<file path="config.mk">
export PLATFORM = sky130hd
export DESIGN_NAME = alu_cmd_issue_flat
export DESIGN_NICKNAME = d
export VERILOG_FILES = /design/src/rtl/alu_cmd_issue_if.sv /design/src/rtl/alu_cmd_issue.sv /design/src/flat_wrapper.sv
export SDC_FILE = /design/constraint.sdc
export NUM_CORES = 1
export LEC_CHECK = 0
export BUFFER_PORTS_ARGS = -buffer_cell sky130_fd_sc_hd__buf_2
export CORE_MARGIN = 2
export CORE_UTILIZATION = 25
export CTS_BUF_LIST = sky130_fd_sc_hd__clkbuf_8 sky130_fd_sc_hd__clkbuf_16
export DETAILED_ROUTE_END_ITERATION = 8
export PLACE_DENSITY = 0.48
export REMOVE_ABC_BUFFERS = 1
export SLEW_MARGIN = 20
export SYNTH_ARGS = -nofsm -noshare
export SYNTH_HDL_FRONTEND = slang
export SYNTH_SLANG_ARGS = --single-unit
</file>
<file path="constraint.sdc">
create_clock -name clk -period 2.6 [get_ports clk]
set_input_delay 0.52 -clock clk [delete_from_list [all_inputs] [get_ports clk]]
set_output_delay 0.52 -clock clk [all_outputs]
set_load 0.01 [all_outputs]
</file>
<file path="src/rtl/alu_cmd_issue_if.sv">
// Command and result channels between the ALU issue front-end and its neighbours.
// Optional macro ALU_ISSUE_ACC_EN adds the cmd_acc field to the command channel.
interface alu_cmd_issue_if;
  logic       cmd_valid;
  logic       cmd_ready;
  logic [7:0] cmd_a;
  logic [7:0] cmd_b;
  logic [3:0] cmd_sel;
`ifdef ALU_ISSUE_ACC_EN
  logic       cmd_acc;
`endif
  logic       res_valid;
  logic       res_ready;
  logic [7:0] res_data;
  logic       res_carry;
  logic       res_zero;
  logic       res_err;

`ifdef ALU_ISSUE_ACC_EN
  modport master (
    output cmd_valid, cmd_a, cmd_b, cmd_sel, cmd_acc, res_ready,
    input  cmd_ready, res_valid, res_data, res_carry, res_zero, res_err
  );
  modport slave (
    input  cmd_valid, cmd_a, cmd_b, cmd_sel, cmd_acc, res_ready,
    output cmd_ready, res_valid, res_data, res_carry, res_zero, res_err
  );
`else
  modport master (
    output cmd_valid, cmd_a, cmd_b, cmd_sel, res_ready,
    input  cmd_ready, res_valid, res_data, res_carry, res_zero, res_err
  );
  modport slave (
    input  cmd_valid, cmd_a, cmd_b, cmd_sel, res_ready,
    output cmd_ready, res_valid, res_data, res_carry, res_zero, res_err
  );
`endif
endinterface

</file>
<file path="src/rtl/alu_cmd_issue.sv">
// Command FIFO + issue FSM in front of an 8-bit combinational ALU; captures result and flags.
// Optional macro ALU_ISSUE_ACC_EN adds per-command accumulator chaining of the B operand.
module alu_cmd_issue #(
  parameter int DEPTH = 4,
  parameter int AW    = 2
) (
  input  logic          clk,
  input  logic          rst_n,
  alu_cmd_issue_if.slave bus,
  output logic [7:0]    alu_a,
  output logic [7:0]    alu_b,
  output logic [3:0]    alu_sel,
  input  logic [7:0]    alu_out,
  input  logic          alu_carry,
  output logic [AW:0]   fifo_level
);

  typedef enum logic [1:0] {IDLE, EXEC, HOLD} state_t;

  typedef struct packed {
    logic [7:0] a;
    logic [7:0] b;
    logic [3:0] sel;
`ifdef ALU_ISSUE_ACC_EN
    logic       acc;
`endif
  } entry_t;

  localparam logic [AW:0] LVL_FULL = (AW+1)'(DEPTH);

  function automatic logic div_zero(input logic [3:0] sel, input logic [7:0] b);
    return (sel == 4'b0011) && (b == 8'h00);
  endfunction

  function automatic logic [7:0] cap_data(input logic [7:0] out, input logic dz);
    return dz ? 8'hFF : out;
  endfunction

  state_t        state, state_nxt;
  entry_t        mem [DEPTH];
  entry_t        wr_entry, head;
  logic [AW-1:0] wr_ptr, rd_ptr;
  logic          full, empty, push, pop;
  logic [7:0]    op_b;
  logic          dz;
  logic [7:0]    cap_d;

  assign full          = (fifo_level == LVL_FULL);
  assign empty         = (fifo_level == '0);
  assign bus.cmd_ready = !full;
  assign push          = bus.cmd_valid && !full;
  assign pop           = !empty && ((state == IDLE) || ((state == HOLD) && bus.res_ready));
  assign head          = mem[rd_ptr];

  always_comb begin
    wr_entry.a   = bus.cmd_a;
    wr_entry.b   = bus.cmd_b;
    wr_entry.sel = bus.cmd_sel;
`ifdef ALU_ISSUE_ACC_EN
    wr_entry.acc = bus.cmd_acc;
`endif
  end

  // Command FIFO: storage holds data only, so it carries no reset.
  always_ff @(posedge clk) begin
    if (push) mem[wr_ptr] <= wr_entry;
  end

  always_ff @(posedge clk or negedge rst_n) begin
    if (!rst_n) begin
      wr_ptr     <= '0;
      rd_ptr     <= '0;
      fifo_level <= '0;
    end else begin
      if (push) wr_ptr <= wr_ptr + AW'(1);
      if (pop)  rd_ptr <= rd_ptr + AW'(1);
      case ({push, pop})
        2'b10:   fifo_level <= fifo_level + (AW+1)'(1);
        2'b01:   fifo_level <= fifo_level - (AW+1)'(1);
        default: fifo_level <= fifo_level;
      endcase
    end
  end

  always_ff @(posedge clk or negedge rst_n) begin
    if (!rst_n) state <= IDLE;
    else        state <= state_nxt;
  end

  always_comb begin
    state_nxt = state;
    case (state)
      IDLE:    if (!empty) state_nxt = EXEC;
      EXEC:    state_nxt = HOLD;
      HOLD:    if (bus.res_ready) state_nxt = empty ? IDLE : EXEC;
      default: state_nxt = IDLE;
    endcase
  end

`ifdef ALU_ISSUE_ACC_EN
  logic [7:0] acc_q;
  // The previous command is always captured before the next pop, so acc_q is already current.
  assign op_b = head.acc ? acc_q : head.b;
`else
  assign op_b = head.b;
`endif

  // Issue stage: operands registered toward the ALU, held between commands.
  always_ff @(posedge clk or negedge rst_n) begin
    if (!rst_n) begin
      alu_a   <= '0;
      alu_b   <= '0;
      alu_sel <= '0;
    end else if (pop) begin
      alu_a   <= head.a;
      alu_b   <= op_b;
      alu_sel <= head.sel;
    end
  end

  assign dz    = div_zero(alu_sel, alu_b);
  assign cap_d = cap_data(alu_out, dz);

  // Capture stage: ALU output registered one cycle after issue, held until handed off.
  always_ff @(posedge clk or negedge rst_n) begin
    if (!rst_n) begin
      bus.res_valid <= 1'b0;
      bus.res_data  <= '0;
      bus.res_carry <= 1'b0;
      bus.res_zero  <= 1'b0;
      bus.res_err   <= 1'b0;
    end else if (state == EXEC) begin
      bus.res_valid <= 1'b1;
      bus.res_data  <= cap_d;
      bus.res_carry <= alu_carry & (alu_sel == 4'b0000);
      bus.res_zero  <= (cap_d == 8'h00);
      bus.res_err   <= dz;
    end else if ((state == HOLD) && bus.res_ready) begin
      bus.res_valid <= 1'b0;
    end
  end

`ifdef ALU_ISSUE_ACC_EN
  always_ff @(posedge clk or negedge rst_n) begin
    if (!rst_n)              acc_q <= '0;
    else if (state == EXEC)  acc_q <= cap_d;
  end
`endif

endmodule

</file>
<file path="src/flat_wrapper.sv">
// flat-port wrapper written by rule: the top's interface ports become plain ports
module alu_cmd_issue_flat 
#(
  parameter int DEPTH = 4,
  parameter int AW    = 2
)
  (clk, rst_n, alu_a, alu_b, alu_sel, alu_out, alu_carry, fifo_level, bus_cmd_valid, bus_cmd_a, bus_cmd_b, bus_cmd_sel, bus_res_ready, bus_cmd_ready, bus_res_valid, bus_res_data, bus_res_carry, bus_res_zero, bus_res_err);
  alu_cmd_issue_if bus_i ();
  input  logic clk;
  input  logic rst_n;
  output logic [7:0] alu_a;
  output logic [7:0] alu_b;
  output logic [3:0] alu_sel;
  input  logic [7:0] alu_out;
  input  logic alu_carry;
  output logic [AW:0] fifo_level;
  input wire logic [$bits(bus_i.cmd_valid)-1:0] bus_cmd_valid;
  input wire logic [$bits(bus_i.cmd_a)-1:0] bus_cmd_a;
  input wire logic [$bits(bus_i.cmd_b)-1:0] bus_cmd_b;
  input wire logic [$bits(bus_i.cmd_sel)-1:0] bus_cmd_sel;
  input wire logic [$bits(bus_i.res_ready)-1:0] bus_res_ready;
  output wire logic [$bits(bus_i.cmd_ready)-1:0] bus_cmd_ready;
  output wire logic [$bits(bus_i.res_valid)-1:0] bus_res_valid;
  output wire logic [$bits(bus_i.res_data)-1:0] bus_res_data;
  output wire logic [$bits(bus_i.res_carry)-1:0] bus_res_carry;
  output wire logic [$bits(bus_i.res_zero)-1:0] bus_res_zero;
  output wire logic [$bits(bus_i.res_err)-1:0] bus_res_err;
  assign bus_i.cmd_valid = bus_cmd_valid;
  assign bus_i.cmd_a = bus_cmd_a;
  assign bus_i.cmd_b = bus_cmd_b;
  assign bus_i.cmd_sel = bus_cmd_sel;
  assign bus_i.res_ready = bus_res_ready;
  assign bus_cmd_ready = bus_i.cmd_ready;
  assign bus_res_valid = bus_i.res_valid;
  assign bus_res_data = bus_i.res_data;
  assign bus_res_carry = bus_i.res_carry;
  assign bus_res_zero = bus_i.res_zero;
  assign bus_res_err = bus_i.res_err;
  alu_cmd_issue #(.DEPTH(DEPTH), .AW(AW)) u_core (.clk(clk), .rst_n(rst_n), .bus(bus_i), .alu_a(alu_a), .alu_b(alu_b), .alu_sel(alu_sel), .alu_out(alu_out), .alu_carry(alu_carry), .fifo_level(fifo_level));
endmodule
</file>
Yosys cells after proc, flatten, opt, wreduce, memory -nomap -nowiden

Memories as Yosys holds them, arrays and structs flattened. A register that Yosys moved wholly into a read port is not among the register bits.
Cells that the tools add are included.
Widths: inputs -> output; s select.

Word-level logic and storage cells: 49
RAM bits: 80
Register bits after elaboration: 21
Output and inout port bits: 36
Bits of input ports: 33
Memories: 1

Muxes and demuxes: 10
Add/sub/neg operators: 4
Bitwise operators: 1
Reduce and logical (&&, ||, !) cells: 16
Equality and inequality tests: 8

Memory list:

| name       | words | bits a word | rd ports | clocked after memory_dff | write ports | line                | source |
|---|---|---|---|---|---|---|---|
| u_core.mem | 4     | 20          | 1        | 1                        | 1           | alu_cmd_issue.sv:40 | `entry_t mem [DEPTH];` |

Operators by type and width:

| operator            | number |
|---|---|
| $logic_not 8->1     | 2 |
| $mux 8              | 1 |
| $pmux 2 s3          | 1 |
| $pmux 3 s2          | 1 |
| $mux 1              | 5 |
| $add 2x1->2 const B | 2 |
| $eq 2x1->1 const B  | 2 |
| $eq 2x2->1 const B  | 2 |
| $eq 4x2->1 const B  | 1 |
| $logic_and 1x1->1   | 4 |
| $logic_not 4->1     | 1 |
| $mux 2              | 2 |
| $ne 2x2->1 const B  | 2 |
| $reduce_bool 2->1   | 2 |
| $add 3x1->3 const B | 1 |
| $eq 3x3->1 const B  | 1 |
| $logic_not 1->1     | 3 |
| $logic_not 3->1     | 1 |
| $sub 3x1->3 const B | 1 |
| $logic_not 2->1     | 1 |
| $reduce_and 2->1    | 1 |
| $and 1x1->1         | 1 |
| $logic_or 1x1->1    | 1 |

Longest topological paths before layout

Gate-level depths: netlist (run 1).

Depth after elaboration: 6
Gate-level depth with buffers: 9
Mapped depth without buffers: 9

Worst setup path before layout (run 1)

Ideal clock, no wire load.

Path type: flip-flop to flip-flop
From: register u_core.fifo_level[0]
To: register u_core.fifo_level[2]
Setup slack: 468 ps
Clock period less this slack: 2,132 ps
Setup time: 79 ps
Data arrival time: 2,053 ps
Data required time: 2,521 ps
Cell stages (with the launch flop): 10
Buffers on the path: 0
Cells stage by stage: dfrtp_1 > or3b_4 > and2_4 > inv_1 > ha_1 > inv_1 > fa_1 > xor2_1 > nor2_1 > xor2_1

Longest elaborated chain between the ends: 5
Elaborated cells on any way between the ends: 12
Classes of those cells: add/sub (2); eq/ne (3); mux (1); reduce/logical (6)

Ends and longest elaborated chain:

| what                                                   | line                | source |
|---|---|---|
| start: declaration                                     | alu_cmd_issue.sv:15 | `output logic [AW:0] fifo_level` |
| start signal: assignment                               | alu_cmd_issue.sv:78 | `2'b10: fifo_level <= fifo_level + (AW+1)'(1);` |
| start signal: assignment                               | alu_cmd_issue.sv:79 | `2'b01: fifo_level <= fifo_level - (AW+1)'(1);` |
| start signal: assignment                               | alu_cmd_issue.sv:80 | `default: fifo_level <= fifo_level;` |
| $eq 3x3->1 (*)                                         | alu_cmd_issue.sv:48 | `assign full = (fifo_level == LVL_FULL);` |
| $logic_not 1->1 (*)                                    | -                   |  |
| net bus_cmd_ready                                      | flat_wrapper.sv:22  | `output wire logic [$bits(bus_i.cmd_ready)-1:0] bus_cmd_ready;` |
| $logic_and 1x1->1 (*)                                  | alu_cmd_issue.sv:51 | `assign push = bus.cmd_valid && !full;` |
| $eq 2x1->1 / $eq 2x2->1 (equally long branches)        | alu_cmd_issue.sv:77 | `case ({push, pop})` |
| $pmux 3 s2 / $reduce_bool 2->1 (equally long branches) | -                   |  |

Mark *: on every way through the listed nets, which the timed path passes. The rest lies on a longest branch.
A chain may end at the register's enable or synchronous reset.

Final worst setup path (run 1)

From: register u_core.fifo_level[0]
To: register u_core.fifo_level[2]

Longest elaborated chain between the ends: 5
Elaborated cells on any way between the ends: 12
Classes of those cells: add/sub (2); eq/ne (3); mux (1); reduce/logical (6)

Ends and longest elaborated chain:

| what                                                   | line |
|---|---|
| $eq 3x3->1 / $logic_not 3->1 (equally long branches)   | alu_cmd_issue.sv:48, alu_cmd_issue.sv:49 |
| $logic_not 1->1, on equally long branches              | alu_cmd_issue.sv:51, alu_cmd_issue.sv:52 |
| $logic_and 1x1->1, on equally long branches            | alu_cmd_issue.sv:51, alu_cmd_issue.sv:52 |
| $eq 2x1->1 / $eq 2x2->1 (equally long branches)        | alu_cmd_issue.sv:77 |
| $pmux 3 s2 / $reduce_bool 2->1 (equally long branches) | - |

Parallel ways exist; a longest one is shown, timed or not.

==> qor.yml, run 1 <==
floorplan:
  core-area_um2: 18600
  rows: 50
  dieWidth_um: 141
  ioPinCount: 69
  die_area_um2: 20000
  start_util_pct: 25.4
  die_height_um: 141
hold_path:
  hold_class: "in2async"
route:
  drc_errors: 0
  vias: 2454
  met1_length_um: 3860
  viasPerCell: 4.22
  dr_wl_met2_um: 4770
  drt_wl_total_um: 9390
  ant_nets: 0
  firstDrtPassIters: 4
  routed.top_layer: "met5"
  drtIter0Drc: 104
  wire_per_inst_um: 16.2
  wl_met3_um: 597
critical_path:
  worstSetupEndpointType: "register"
  critPathRequiredTime_ns: 2.93
  r2r-end: "u_core.fifo_level[2]$_DFFE_PN0P_"
  crit_chain: "or3b_4 > and2_4 > inv_1 > ha_1 > inv_1 > fa_1 > xor2_1 > nor2_1 > xor2_1"
  rr_startpoint: "u_core.fifo_level[0]$_DFFE_PN0P_"
  path_class: "reg2reg"
  cp-start-kind: "register"
  crit_arrival_ns: 2.52
  crit_path_max_fanout: 6
  rrSetupSlack_ns: 0.41
  cpMaxStageDelayCell: "dfrtp_1"
  max_stage_delay_ns: 0.43
  reg2reg_depth: 9
global_route:
  grt_pass1_wl_um: 14500
  overflow: 0
  grt_pass1_vias: 2599
  grt_max_degree: 42
  antenna_found_initial: 2
  track_usage_pct: 10.1
clock_tree:
  ctsResizeCount: 0
  cts_inserted_buffers: 17
  numClockSinks: 121
  holdBufCountCts: 0
  clk_pin_slew_ns: 0.05
  htree_num_levels: 4
  cts.path.max_buffers: 2
  post_cts_buffers: 0
  clk_latency_ns: 0.41
  cts_tree: "built"
  cts_root_buffer: "clkbuf_16"
yosys:
  yosysWarnings: 0
  synth_area_leaders: "edfxtp_1 (51%), dfrtp_1 (22%), mux4_2 (9.6%)"
  netlist_area_um2: 4710
  ys_seq_area_share_pct: 72.7
  synth_top_family_by_area: "multiplexers"
  synth_seq_cells: 121
  synth_compound_area_share_pct: 1.49
  synthXorXnorAreaFrac_pct: 1.11
  syn_inst: 246
  ys_types: 31
  synthSimpleGateAreaFrac_pct: 4.96
  synth_area_leader_cell: "edfxtp_1"
  synthMuxAreaShare_pct: 16.3
  synthAdderAreaFrac_pct: 1.75
  avgSynthCellArea_um2: 19.2
  synth_top_area_share_pct: 51.0
timing:
  final.period_utilization_pct: 84.2
  whs_ns: 0.110
  setup_violations: 0
  maxSlewHeadroom_pct: 58.1
  clock_skew_ns: 0.00713
  drv_slew: 0
  hold_viol: 0
  rsz0062_at_grt: "no"
  worstMarginPinSlew_ns: 0.627
  max_freq_mhz: 457
  fin_crit_ns: 2.19
run_status:
  status: "finished, final reports clean"
pwr:
  p_leak_nw: 2.32
  total_power_w: 0.00771
  p_per_area_nw_per_um2: 1290
  irDropWorstVdd_uv: 452
finish:
  drive_gt1_share_pct: 43.9
  nets: 372
  syn2layout_area_growth_pct: 26.6
placement:
  io_buffers: 68
  place.gp.congestion: 0.742
job:
  cap_violations: 0
==> flip-flops by register name (all words and copies together) (netlist names) <==
signal	count
u_core.mem	80
u_core.alu_a	8
u_core.alu_b	8
u_core.bus.res_data	8
u_core.alu_sel	4
u_core.fifo_level	3
u_core.rd_ptr	2
u_core.state	2
u_core.wr_ptr	2
u_core.bus.res_carry	1
u_core.bus.res_err	1
u_core.bus.res_valid	1
u_core.bus.res_zero	1
==> metrics by stage <==
stage / instances / area [µm²] / setup slack (ns) / utilization (%) / setup TNS, ns
final: 581 / 5970 / 0.411 / 32.1 / 0
after global routing: 580 / 5960 / 0.289 / 32.1 / 0
after CTS: 580 / 5960 / 0.392 / 32.1 / 0
after detailed placement: 548 / 5360 / 0.404 / 28.9 / 0
after global placement: 548 / 5360 / 0.483 / 28.9 / 0
after floorplan: 238 / 4660 / -0.515 / - / -0.848
==> worst max-delay path, delay by kind of cell, from the launching register on <==
family / cells / cell delay, ns
simple gates: 3 / 0.73
flops: 1 / 0.43
fa+ha+maj: 2 / 0.55
xor+xnor: 2 / 0.30
buf+inv: 2 / 0.11
==> cell usage after synthesis <==
master and n:
nor2_1 18, nor3_2 2, or3b_4 1, mux2_4 19, buf_6 2, o21ai_1 1
and3_1 4, nor4_1 3, xor2_1 4, dfrtp_1 41, o21ai_0 2, and2_4 1
nand2_1 4, xnor2_1 2, nand3_1 2, or4_1 1, mux2i_1 1, ha_1 5
clkbuf_1 4, nand2b_1 1, nor4b_1 3, mux4_2 20, nor3_1 1, edfxtp_1 80
a21oi_1 9, inv_1 7, buf_4 2, a32o_1 1, nor2b_1 2, fa_1 1
mux2_2 2
==> cells in the final DEF (no fill, tap or decap), drive strengths merged, types with 3 or more instances in the layout <==
master / n
nor4b: 3
o21ai: 3
nor2: 18
nor3: 3
clkbuf: 17
nand2: 4
and3: 4
a21oi: 9
ha: 5
edfxtp: 80
buf: 76
nor4: 3
mux2: 21
clkinv: 5
dfrtp: 41
bufinv: 3
xor2: 4
mux4: 20
clkinvlp: 3
inv: 11
==> layout make-up <==
| class | count | area [µm²] |
|---|---|---|
| clock buffers | 17 | 425 |
| repair buffers | 76 | 403 |
| clock inverters | 15 | 175 |
| fillers | 1804 | 12600 |
| multi-input cells | 110 | 1210 |
| well taps | 234 | 293 |
| flip-flops and latches | 121 | 3430 |
| diodes | 1 | 2.50 |
| inverters | 7 | 26.3 |
==> worst max path at each step <==
stage / startpoint / to / cells after the start
after floorplan: u_core.fifo_level[0]$_DFFE_PN0P_ / u_core.fifo_level[2]$_DFFE_PN0P_ / 8
after detailed placement: u_core.fifo_level[0]$_DFFE_PN0P_ / u_core.fifo_level[2]$_DFFE_PN0P_ / 9
after CTS: u_core.fifo_level[0]$_DFFE_PN0P_ / u_core.fifo_level[2]$_DFFE_PN0P_ / 9
after global routing: u_core.fifo_level[0]$_DFFE_PN0P_ / u_core.fifo_level[2]$_DFFE_PN0P_ / 9
final: u_core.fifo_level[0]$_DFFE_PN0P_ / u_core.fifo_level[2]$_DFFE_PN0P_ / 9
after global placement: u_core.fifo_level[0]$_DFFE_PN0P_ / u_core.fifo_level[2]$_DFFE_PN0P_ / 9
==> cell families (layout without fill, tap and decap cells) <==
group / Yosys count / count (layout)
muxes: 42 / 42
DFF: 121 / 121
and+or+nand+nor: 43 / 43
other: 0 / 1
buffers and inverters: 15 / 115
adders and majority gates: 6 / 6
xor gates and xnor gates: 6 / 6
AOI/OAI and AO/OA: 13 / 13
==> per-layer routing <==
metal  vias to the layer above  global-route usage (%)
li1                       1127                       -
met2                        60                    17.0
met4                         2                    4.05
met1                      1250                    11.2
met5                         -                       0
met3                        15                    4.56
==> power breakdown <==
group	switching, W	internal (W)
Sequential	0.000294	0.00267
Clock	0.000837	0.00151
Combinational	0.00116	0.00124
Power figures use the tool's default switching activity.
==> inputs of run 2 (changes only) <==
Settings changed: ABC_AREA from default to 1, PLACE_DENSITY 0.48 to 0.5.
Clock period 2.6 ns to 1.88 ns, I/O delays scaled along.
==> run 2 against run 1 <==
Net effect: first-iteration DRC count grew 93%; via count grew 35%; maximum frequency grew 23%; non-clock buffer count grew 19; clock skew grew 0.0038 ns; count of clock-buffer cells in the layout is the same; worst hold slack gained 0.072 ns; total power grew 41%; setup slack lost 0.32 ns; global-route usage grew 1.3 points; highest routed layer unchanged.
==> qor.yml, run 2 <==
run_status:
  status: "finished, final reports clean"
clock_tree:
  cts_root_buffer: "clkbuf_16"
  cts.path.max_buffers: 2  # unchanged
  cts_inserted_buffers: 17  # unchanged
  htree_num_levels: 4  # unchanged
  numClockSinks: 121  # unchanged
  clk_latency_ns: 0.41  # about the same
  cts_tree: "built"
  clk_pin_slew_ns: 0.06  # about the same
route:
  drc_errors: 0  # unchanged
  wire_per_inst_um: 14.3  # -12%
  drtIter0Drc: 201  # +93%
  drt_wl_total_um: 10900  # +16%
  viasPerCell: 4.32  # +2.3%
  ant_nets: 0  # unchanged
  vias: 3310  # +35%
  firstDrtPassIters: 4  # unchanged
critical_path:
  path_buf_inv: 2  # unchanged
  worstSetupEndpointType: "register"
  cp-start-kind: "register"
  cpLargestDelayFamily: "adder cells"
  max_stage_delay_ns: 0.39  # -0.04 ns
  crit_path_max_fanout: 3  # -3
  path_class: "reg2reg"
  crit_arrival_ns: 2.08  # -0.44 ns
  crit_chain: "buf_4 > nand3_2 > nand2_1 > ha_2 > inv_2 > fa_2 > a21oi_2 > o21ai_2 > xor2_1"
  cpMaxStageDelayCell: "dfrtp_1"
  critPathRequiredTime_ns: 2.17  # -0.76 ns
global_route:
  overflow: 0  # unchanged
  grt_max_degree: 33  # -21%
  track_usage_pct: 11.4  # +1.3 points
  grt_pass1_vias: 3243  # +25%
  antenna_found_initial: 1  # -1
  grt_pass1_wl_um: 17300  # +19%
timing:
  hold_viol: 0  # unchanged
  drv_slew: 0  # unchanged
  clock_skew_ns: 0.0109  # +0.00380 ns
  final.period_utilization_pct: 95.0  # +11 points
  maxSlewHeadroom_pct: 78.0  # +20 points
  worstMarginPinSlew_ns: 0.331  # -0.297 ns
  setup_violations: 0  # unchanged
  fin_crit_ns: 1.79  # -0.403 ns
  max_freq_mhz: 560  # +23%
  timing.final.ws_setup_ns: 0.0934  # -0.317 ns
floorplan:
  start_util_pct: 25.5  # +0.12 points
  dieWidth_um: 142  # +0.72%
  die_height_um: 142  # +0.72%
  die_area_um2: 20300  # +1.4%
  ioPinCount: 69  # unchanged
  core-area_um2: 18800  # +1.0%
  rows: 50  # unchanged
placement:
  post-place-ws_ns: -0.0799  # -0.484 ns
  io_buffers: 68  # unchanged
  dp_hpwl_um: 7140
  place.gp.congestion: 0.763  # +2.8%
  place_inst: 726  # +32%
yosys:
  ys_types: 24  # -23%
  async_flop_share_pct: 33.9  # unchanged
  synth_common_cells: "nor2_1 (95), edfxtp_1 (80), nand2_1 (77), o21ai_0 (51), dfrtp_1 (41)"
  synth_edf_count: 80  # unchanged
  synth.most_common_cell: "nor2_1"
  synth_seq_cells: 121  # unchanged
  avgSynthCellArea_um2: 11.3  # -41%
  yosysWarnings: 0  # unchanged
  synth_area_leaders: "edfxtp_1 (50%), dfrtp_1 (21%), nor2_1 (7.5%)"
  synth-main-ff-cell: "edfxtp_1"
  synth_area_leader_cell: "edfxtp_1"
  synth_top_area_share_pct: 50.2  # -0.75 points
  netlist_area_um2: 4780  # +1.5%
  ys_seq_area_share_pct: 71.7  # -1.1 points
  syn_inst: 422  # +72%
finish:
  final_core_util_pct: 32.7  # +0.56 points
  final_common_cell: "nor2_1"
  nets: 558  # +50%
  largest_register_ffs: 80  # unchanged
  n_antenna_cell: 0  # -1
  fill_cells: 1925  # +6.7%
  layout.cells.non_filler: 766  # +32%
  regMostFlops: "u_core.mem"
  syn2layout_area_growth_pct: 28.2
  drive_gt1_share_pct: 26.3  # -18 points
  final_cell_mix: "nor2_1 (91), edfxtp_1 (80), nand2_1 (77)"
pwr:
  irDropWorstVdd_uv: 804  # +78%
  p_leak_nw: 2.55  # +9.6%
  p_per_area_nw_per_um2: 1770  # +37%
job:
  cap_violations: 0  # unchanged
hold_path:
  hold_class: "in2reg"
[run 2: changes by cell type in the layout (fill, tap and decap cells not counted), sizes merged, moves of 4 or more]
cell,before,now
a21oi,9,3
and3,4,0
buf,76,94
inv,11,24
mux2,21,0
mux4,20,0
nand2,4,77
nand3,2,6
nor2,18,96
o21ai,3,65
[run 2: cell type report]
cell class	count	area (µm²)	area share [%]
sequential	121	3430	55.9
multi-input combinational	264	1210	19.8
timing repair buffer	95	558	9.10
clock buffer	17	425	6.94
tap	234	293	4.77
clock inverter	15	138	2.24
inverter	20	75.1	1.22
[run 2: path summary, 6_finish.rpt]
| check | from | end | slack (ns) | cells past startpoint |
|---|---|---|---|---|
| setup / recovery | u_core.fifo_level[2]$_DFFE_PN0P_ | u_core.fifo_level[2]$_DFFE_PN0P_ | 0.09 | 9 |
| hold / removal | bus_cmd_sel[1] | u_core.mem[2][1]$_DFFE_PP_ | 0.18 | 1 |
| setup reg to reg | u_core.fifo_level[2]$_DFFE_PN0P_ | u_core.fifo_level[2]$_DFFE_PN0P_ | 0.09 | 9 |
| hold reg to reg | u_core.bus.res_zero$_DFFE_PN0P_ | u_core.bus.res_zero$_DFFE_PN0P_ | 0.47 | 2 |
| max in group asynchronous | rst_n | u_core.wr_ptr[1]$_DFFE_PN0P_ | 1.10 | 3 |
| min in group asynchronous | rst_n | u_core.bus.res_valid$_DFFE_PN0P_ | 0.49 | 3 |
[run 2: layer usage]
| layer | wire length (µm) | global-route usage, % |
|---|---|---|
| met5 | 11 | 0 |
| met2 | 5280 | 18.5 |
| met4 | 137 | 5.32 |
| met1 | 4880 | 14.3 |
| met3 | 610 | 3.06 |
[run 2: what timing repair did]
item,CTS,global route
endpoints found under the hold margin,41,0
pin swaps,0,3
hold buffers,1,0
setup buffers,1,6
setup endpoints to repair,1,1
resized for setup,2,7
[run 2: stage by stage]
step | instance area (µm²) | hold WS [ns] | TNS [ns] | total power, W
after global placement | 5490 | 0.373 | 0 | 0.00761
after detailed placement | 5490 | 0.374 | -0.0799 | 0.00773
after CTS | 6070 | 0.164 | 0 | 0.0109
after global routing | 6130 | 0.167 | -0.00320 | 0.0116
after floorplan | 4690 | 0.0804 | -18.74 | 0.00615
final | 6130 | 0.182 | 0 | 0.0108
[run 2: kinds of logic (layout without fill, tap and decap cells)]
logic type | after synthesis | after routing | synth area share, %
AOI/OAI and AO/OA | 72 | 72 | 7.66
xor gates and xnor gates | 4 | 4 | 0.732
adders and majority gates | 6 | 6 | 1.73
buffers and inverters | 37 | 147 | 3.53
DFF | 121 | 121 | 71.7
and+or+nand+nor | 182 | 182 | 14.7
[run 2: power breakdown]
| part | total (W) | internal [W] | switching (W) |
|---|---|---|---|
| Combinational | 0.00374 | 0.00137 | 0.00237 |
| Sequential | 0.00405 | 0.00368 | 0.000369 |
| Clock | 0.00305 | 0.00192 | 0.00112 |
| Total | 0.0108 | 0.00697 | 0.00386 |
